===== config.mk =====
export PLATFORM = sky130hd
export DESIGN_NAME = cmd_ingress
export DESIGN_NICKNAME = d
export VERILOG_FILES = /design/src/rtl/rpg_cmd_pkg.sv /design/src/rtl/cmd_fifo.sv /design/src/rtl/cmd_ingress.sv
export SDC_FILE = /design/constraint.sdc
export NUM_CORES = 1
export LEC_CHECK = 0
export BUFFER_PORTS_ARGS = -buffer_cell sky130_fd_sc_hd__buf_2
export CAP_MARGIN = 20
export CORE_ASPECT_RATIO = 0.9
export CORE_MARGIN = 2
export CORE_UTILIZATION = 35
export CTS_BUF_LIST = sky130_fd_sc_hd__clkbuf_2
export DETAILED_ROUTE_END_ITERATION = 16
export GPL_ROUTABILITY_DRIVEN = 0
export SLEW_MARGIN = 40
export SYNTH_ARGS = -nofsm -noshare
export SYNTH_HDL_FRONTEND = slang
export SYNTH_SLANG_ARGS = --single-unit

===== constraint.sdc =====
create_clock -name clk -period 4.78 [get_ports clk]
set_clock_uncertainty 0.1 [all_clocks]
set_input_delay 1.434 -clock clk [delete_from_list [all_inputs] [get_ports clk]]
set_output_delay 1.434 -clock clk [all_outputs]
set_load 0.05 [all_outputs]

===== src/rtl/rpg_cmd_pkg.sv =====
// Command-word layout, command codes and ingress FSM encoding shared with the engine.
// CMD_REPEAT_EN adds the REPEAT state used to replay move commands.
package rpg_cmd_pkg;

    localparam logic [7:0] CMD_RIGHT    = 8'd1;
    localparam logic [7:0] CMD_LEFT     = 8'd2;
    localparam logic [7:0] CMD_UP       = 8'd3;
    localparam logic [7:0] CMD_DOWN     = 8'd4;
    localparam logic [7:0] CMD_ATTACK   = 8'd5;
    localparam logic [7:0] CMD_RUN      = 8'd6;
    localparam logic [7:0] CMD_NOSHROUD = 8'h10;

    localparam int CODE_LSB = 0;
    localparam int CODE_MSB = 7;
    localparam int RPT_LSB  = 8;
    localparam int RPT_MSB  = 15;

`ifdef CMD_REPEAT_EN
    typedef enum logic [1:0] {ST_IDLE, ST_EVAL, ST_ISSUE, ST_REPEAT} state_t;
`else
    typedef enum logic [1:0] {ST_IDLE, ST_EVAL, ST_ISSUE} state_t;
`endif

    function automatic logic is_move(input logic [7:0] code);
        return (code >= CMD_RIGHT) && (code <= CMD_DOWN);
    endfunction

    // Mode screening of the code alone; the repeat field is judged by the caller.
    function automatic logic code_legal(input logic [7:0] code, input logic combat,
                                        input logic hacks);
        if (is_move(code))
            return !combat;
        if ((code == CMD_ATTACK) || (code == CMD_RUN))
            return combat;
        if (code == CMD_NOSHROUD)
            return hacks;
        return 1'b0;
    endfunction

endpackage


===== src/rtl/cmd_fifo.sv =====
// Synchronous FIFO with wrap-bit pointers; full/empty/level come straight from the pointers.
module cmd_fifo #(
    parameter int DEPTH = 8,
    parameter int WIDTH = 16
) (
    input  logic                     clk,
    input  logic                     rst_n,
    input  logic                     flush,
    input  logic                     push,
    input  logic [WIDTH-1:0]         din,
    input  logic                     pop,
    output logic [WIDTH-1:0]         dout,
    output logic                     full,
    output logic                     empty,
    output logic [$clog2(DEPTH):0]   level
);
    localparam int AW = $clog2(DEPTH);

    logic [AW:0]      wr_ptr;
    logic [AW:0]      rd_ptr;
    logic [WIDTH-1:0] mem [DEPTH];
    logic             do_push;
    logic             do_pop;

    assign empty   = (wr_ptr == rd_ptr);
    assign full    = (wr_ptr[AW] != rd_ptr[AW]) && (wr_ptr[AW-1:0] == rd_ptr[AW-1:0]);
    assign level   = wr_ptr - rd_ptr;
    assign dout    = mem[rd_ptr[AW-1:0]];
    assign do_push = push && !full && !flush;
    assign do_pop  = pop && !empty && !flush;

    always_ff @(posedge clk or negedge rst_n) begin
        if (!rst_n) begin
            wr_ptr <= '0;
            rd_ptr <= '0;
        end else if (flush) begin
            wr_ptr <= '0;
            rd_ptr <= '0;
        end else begin
            if (do_push)
                wr_ptr <= wr_ptr + (AW+1)'(1);
            if (do_pop)
                rd_ptr <= rd_ptr + (AW+1)'(1);
        end
    end

    always_ff @(posedge clk) begin
        if (do_push)
            mem[wr_ptr[AW-1:0]] <= din;
    end

endmodule


===== src/rtl/cmd_ingress.sv =====
// Command ingress: buffers raw player commands and offers only mode-legal ones to the engine.
// Define CMD_REPEAT_EN to let move commands carry a repeat count in bits [15:8].
module cmd_ingress
    import rpg_cmd_pkg::*;
#(
    parameter int DEPTH = 8,
    parameter int CNT_W = 8
) (
    input  logic                     clk,
    input  logic                     rst_n,
    input  logic                     in_valid,
    input  logic [15:0]              in_cmd,
    output logic                     in_ready,
    input  logic                     in_combat,
    input  logic                     hacks_en,
    input  logic                     flush,
    output logic                     out_valid,
    output logic [7:0]               out_cmd,
    input  logic                     out_ready,
    output logic [$clog2(DEPTH):0]   level,
    output logic [CNT_W-1:0]         reject_cnt,
    output state_t                   fsm_state
);
    logic [15:0] head;
    logic [15:0] hold;
    logic [7:0]  hold_code;
    logic [7:0]  hold_rpt;
    logic        full;
    logic        empty;
    logic        pop;
    logic        legal;
    state_t      state;
`ifdef CMD_REPEAT_EN
    logic [7:0]  rpt_cnt;
`endif

    assign in_ready  = !full;
    assign pop       = (state == ST_IDLE) && !empty;
    assign hold_code = hold[CODE_MSB:CODE_LSB];
    assign hold_rpt  = hold[RPT_MSB:RPT_LSB];
    assign fsm_state = state;

    cmd_fifo #(.DEPTH(DEPTH), .WIDTH(16)) u_fifo (
        .clk   (clk),
        .rst_n (rst_n),
        .flush (flush),
        .push  (in_valid && in_ready),
        .din   (in_cmd),
        .pop   (pop),
        .dout  (head),
        .full  (full),
        .empty (empty),
        .level (level)
    );

    always_comb begin
        legal = code_legal(hold_code, in_combat, hacks_en);
`ifdef CMD_REPEAT_EN
        if (!is_move(hold_code) && (hold_rpt != 8'd0))
            legal = 1'b0;
`else
        if (hold_rpt != 8'd0)
            legal = 1'b0;
`endif
    end

    // out_valid/out_cmd are offered until a rising edge sees out_ready high; that edge is the
    // single transfer, and neither output changes while the engine holds out_ready low.
    always_ff @(posedge clk or negedge rst_n) begin
        if (!rst_n) begin
            state      <= ST_IDLE;
            hold       <= '0;
            out_valid  <= 1'b0;
            out_cmd    <= '0;
            reject_cnt <= '0;
`ifdef CMD_REPEAT_EN
            rpt_cnt    <= '0;
`endif
        end else if (flush) begin
            state     <= ST_IDLE;
            hold      <= '0;
            out_valid <= 1'b0;
            out_cmd   <= '0;
`ifdef CMD_REPEAT_EN
            rpt_cnt   <= '0;
`endif
        end else begin
            case (state)
                ST_IDLE: begin
                    if (!empty) begin
                        hold  <= head;
                        state <= ST_EVAL;
                    end
                end
                ST_EVAL: begin
                    if (legal) begin
                        out_valid <= 1'b1;
                        out_cmd   <= hold_code;
                        state     <= ST_ISSUE;
`ifdef CMD_REPEAT_EN
                        rpt_cnt   <= is_move(hold_code) ? hold_rpt : 8'd0;
`endif
                    end else begin
                        if (reject_cnt != '1)
                            reject_cnt <= reject_cnt + CNT_W'(1);
                        state <= ST_IDLE;
                    end
                end
                ST_ISSUE: begin
                    if (out_ready) begin
                        out_valid <= 1'b0;
`ifdef CMD_REPEAT_EN
                        state     <= (rpt_cnt != 8'd0) ? ST_REPEAT : ST_IDLE;
`else
                        state     <= ST_IDLE;
`endif
                    end
                end
`ifdef CMD_REPEAT_EN
                ST_REPEAT: begin
                    // Entering combat mid-sequence abandons the rest; not a reject.
                    rpt_cnt <= rpt_cnt - 8'd1;
                    if (in_combat) begin
                        state <= ST_IDLE;
                    end else begin
                        out_valid <= 1'b1;
                        state     <= ST_ISSUE;
                    end
                end
`endif
                default: state <= ST_IDLE;
            endcase
        end
    end

endmodule


Word-level counts from Yosys, hierarchy flattened
Memories as Yosys holds them, arrays and structs flattened. Cells that the tools add are included.

Add/subtract/negate cells: 4. $lt $le $gt $ge: 2. Equal/unequal tests: 13. Mux-type cells: 34. Bitwise logic cells: 2. Reductions and logical operators: 26.

Operators by type and width (count): $mux W16 (3); $mux W8 (3); $mux W1 (18); $eq A8 B3 Y1 const B (2); $mux W4 (4); $reduce_bool A2 Y1 (5); $ne A3 B3 Y1 const B (3); $add A4 B1 Y4 const B (2); $add A8 B1 Y8 const B (1); $eq A8 B5 Y1 const B (1); $ge A8 B1 Y1 const B (1); $le A8 B3 Y1 const B (1); $logic_and A1 B1 Y1 (8); $mux W2 (4); $ne A8 B8 Y1 const B (1); $reduce_bool A8 Y1 (1); $pmux W2 S3 (1); $reduce_and A2 Y1 (3); $eq A4 B4 Y1 (1); $logic_not A1 Y1 (4); $reduce_and A4 Y1 (1); $sub A4 B4 Y4 (1); $eq A3 B3 Y1 (1); $reduce_and A3 Y1 (1); other kinds (9) (10).

Bits in registers: 43. Memory bits (writable): 128. Input bits: 23. Output and inout port bits: 24. Logic and storage cells: 89. Memories kept: 1.

Memories: u_fifo.mem (words 8, width 16, read ports 1, clocked after memory_dff 0, write ports 1, RTL line cmd_fifo.sv:21) `logic [WIDTH-1:0] mem [DEPTH];`.

Longest topological paths before layout
Word-level depth: 13. Depth in mapped cells: 11. Mapped depth without buffers: 7.

Cells and area by module
Synthesis repeated with hierarchy kept, for this count alone.

Cells, all modules: 452. Area, all modules: 7064.3 um^2.

By module, submodules not included: cmd_fifo (instances 1, cells an instance 288, area an instance 5455.2 um^2, seq. area each 4043.9 um^2); cmd_ingress (instances 1, cells an instance 164, area an instance 1609.0 um^2, seq. area each 875.8 um^2).

Worst setup path after synthesis
Ideal clock, no wire load.

Kind: register to output. Start: reg u_fifo.rd_ptr[2]. End: out level[3]. Arrival: 2.288 ns. Data required time: 3.246 ns. Setup slack: 0.958 ns. Stages on the path, launching flop included: 7. Buffers on the path: 2. Path through: dfrtp_1 clkbuf_1 clkinv_1 buf_1 ha_1 a21oi_1 xnor2_1.

Word-level cells in the longest chain between the ends: 1.

Ends and longest elaborated chain: from (decl) (RTL line cmd_fifo.sv:20) `logic [AW:0] rd_ptr;`; from (signal assigned) (RTL line cmd_fifo.sv:43) `rd_ptr <= rd_ptr + (AW+1)'(1);`; $sub A4 B4 Y4 (RTL line cmd_fifo.sv:27) `assign level = wr_ptr - rd_ptr;`; to (decl) (RTL line cmd_ingress.sv:20) `output logic [$clog2(DEPTH):0] level,`.

Every way passes these cells.

Final worst setup path
Ends and elaborated chain as after synthesis.

==> impl_metrics.env <==
export IMPL_outcome="finished clean"
export IMPL_core_area_mm2=0.0198
export IMPL_dieArea_mm2=0.0211
export IMPL_cap_violations=0
export IMPL_fill_cells=1831
export IMPL_max_freq_mhz=234
export IMPL_final_common_cell="edfxtp_1"
export IMPL_async_flop_share_pct=25.1
export IMPL_tightest_slew_ns=0.717
export IMPL_cp_cell_sequence="clkinv_1 > ha_1 > a21oi_1 > xnor2_1 > buf_2"
export IMPL_die_y_um=138
export IMPL_finalSetupViolations=0
export IMPL_routedWlPerCell_um=17.8
export IMPL_grt_pass1_vias=3741
export IMPL_crit_path_end_kind="primary output"
export IMPL_syn_nets=450
export IMPL_synth_top_family_by_area="multiplexers"
export IMPL_vias=3742
export IMPL_path_delay_family="flip-flops"
export IMPL_layout_drive_gt1_share_pct=29.0
export IMPL_synth_distinct_cells=46
export IMPL_grt_total_usage_pct=13.1
export IMPL_clkTransAtPathRegs_ns=0.26
export IMPL_overflow=0
export IMPL_insertion_delay_ns=0.72
export IMPL_synthMuxAreaShare_pct=10.5
export IMPL_synth_area_mm2=0.00699
export IMPL_cp_slowest_cell="dfrtp_1"
export IMPL_viasPerCell=5.02
export IMPL_slowest_delay_ns=0.81
export IMPL_yosysSeqAreaShare_pct=70.4
export IMPL_synth_top_area_cell="edfxtp_1"
export IMPL_clock_path_buffers=2
export IMPL_slew_headroom_pct=52.2
export IMPL_htreeDepth=4
export IMPL_cts_setup_buffers=0
export IMPL_instances_no_fill=745
export IMPL_grt_pass1_wl_um=21000
export IMPL_cp_num_buf_inv=2
export IMPL_io_buffers=46
export IMPL_num_rows=49
export IMPL_slew_viol_final=0
export IMPL_dp_hpwl_um=8090
export IMPL_worstPathRequired_ns=3.25
export IMPL_yosysWarnings=0
export IMPL_cts_resized=0
export IMPL_cts_hold_buffers=0
export IMPL_rsz0062_at_grt="no"
export IMPL_min_period_ns=4.26
export IMPL_synth_compound_area_share_pct=5.32
export IMPL_path_max_fanout=18
export IMPL_drtIter0Drc=259
export IMPL_cts_tree="yes"
export IMPL_placedCellCount=711
export IMPL_area_delta_synth_final_pct=11.7
export IMPL_synth_area_top_cells="edfxtp_1 (55%), dfrtp_1 (15%), mux4_2 (10%), nand2_1 (2.5%), a311oi_1 (2.0%)"
export IMPL_hold_slack_ns=0.411
export IMPL_ant_nets=0
export IMPL_critical_path_class="reg -> out"
export IMPL_cts_root_buf="clkbuf_2"
export IMPL_yosys_most_used_dff="edfxtp_1"
export IMPL_fin_nets=506
export IMPL_finalPower_mw=3.62
export IMPL_dr_pass1_iters=4
export IMPL_syn_inst=420
export IMPL_synth_xor_area_share_pct=2.01
export IMPL_grt_max_degree=44
export IMPL_die_w_um=153
export IMPL_ios=47
export IMPL_power_leakage_nw=2.79
export IMPL_totalWireLength_um=13300
export IMPL_synth_edf_count=128
export IMPL_finalSetupTns_ns=0
export IMPL_ir_worst_vdd_mv=0.171
export IMPL_antenna_found_initial=1
export IMPL_finalHoldViolCount=0
export IMPL_hold_path_class="reg -> reg"
export IMPL_synth_seq_cells=171
export IMPL_startpoint_type="flop"
export IMPL_cts_buffers=17
export IMPL_powerDensity_mw_per_mm2=464
export IMPL_syn_area_per_cell_um2=16.6
export IMPL_initial_core_util_pct=35.3
export IMPL_synth_simple_gate_area_share_pct=8.17
export IMPL_synth_top_area_share_pct=55.0
export IMPL_cts_sinks=171
export IMPL_mostFrequentLayoutCells="edfxtp_1 (128), nand2_1 (46), buf_2 (45)"
export IMPL_critPathArrivalTime_ns=2.73
export IMPL_yosys_area_share_adder_pct=1.36
export IMPL_final_period_utilization_pct=89.2
export IMPL_drcViolationCount=0
[path summary, 6_finish.rpt]
kind	start	endpoint	slack, ns	cells past startpoint
worst min-delay path	reject_cnt[7]	reject_cnt[7]	0.41	1
max in group asynchronous	rst_n	u_fifo.rd_ptr[0]	3.57	1
worst min register to register	reject_cnt[7]	reject_cnt[7]	0.41	1
worst max register to register	u_fifo.rd_ptr[2]	hold[8]	1.71	8
worst max-delay path	u_fifo.rd_ptr[2]	level[3]	0.52	5
min in group asynchronous	rst_n	reject_cnt[3]	0.56	1
[layout make-up]
class | count | area, µm² | area share, %
inverters | 11 | 41.3 | 0.529
well taps | 255 | 319 | 4.09
clock inverters | 15 | 171 | 2.20
clock buffers | 17 | 85.1 | 1.09
diodes | 1 | 2.50 | 0.0321
multi-input cells | 216 | 1930 | 24.7
repair buffers | 59 | 334 | 4.28
flip-flops and latches | 171 | 4920 | 63.1
[kinds of logic (layout without fill, tap and decap cells)]
kind of cell | count (synthesis) | in the layout
xor gates and xnor gates | 16 | 16
other | 0 | 1
AOI/OAI and AO/OA | 45 | 45
adders and majority gates | 7 | 7
and+or+nand+nor | 115 | 115
buffers and inverters | 33 | 102
muxes | 33 | 33
DFF | 171 | 171
[metrics by stage]
step	area, µm²	worst slack [ns]	utilization (%)
after floorplan	6990	0.958	-
after global placement	7530	1.34	38.0
after detailed placement	7530	1.31	38.0
after CTS	7790	0.410	39.3
after global routing	7800	0.289	39.4
final	7800	0.515	39.4
[metal layers]
| layer | vias to the layer above | track usage [%] | wire (µm) |
|---|---|---|---|
| li1 | 1733 | - | - |
| met1 | 1919 | 17.6 | 6290 |
| met2 | 83 | 21.1 | 6370 |
| met3 | 7 | 3.10 | 530 |
| met4 | 0 | 4.09 | 78 |
| met5 | - | 0 | 0 |
[synthesized netlist by cell type (5+ instances only)]
cell type,n
o21ai_0,6
buf_4,5
nand4_1,6
nor2_1,32
dfrtp_1,43
mux4_2,32
buf_2,5
edfxtp_1,128
a211oi_2,5
a311oi_1,16
xor2_1,9
xnor2_1,7
nand2_1,46
ha_1,6
clkbuf_1,9
a21oi_1,9
inv_1,10
nand3_1,6
[report_power, final]
part           switching (mW)  internal [mW]
Sequential             0.0823           1.69
Combinational           0.647          0.400
Clock                   0.536          0.263
Total                    1.27           2.35
[registers in the layout (all words and copies together), names as in the netlist]
name,count
u_fifo.mem,128
hold,16
out_cmd,8
reject_cnt,8
u_fifo.rd_ptr,4
u_fifo.wr_ptr,4
fsm_state,2
out_valid,1
Note: power is estimated with default switching activity, not from simulation.
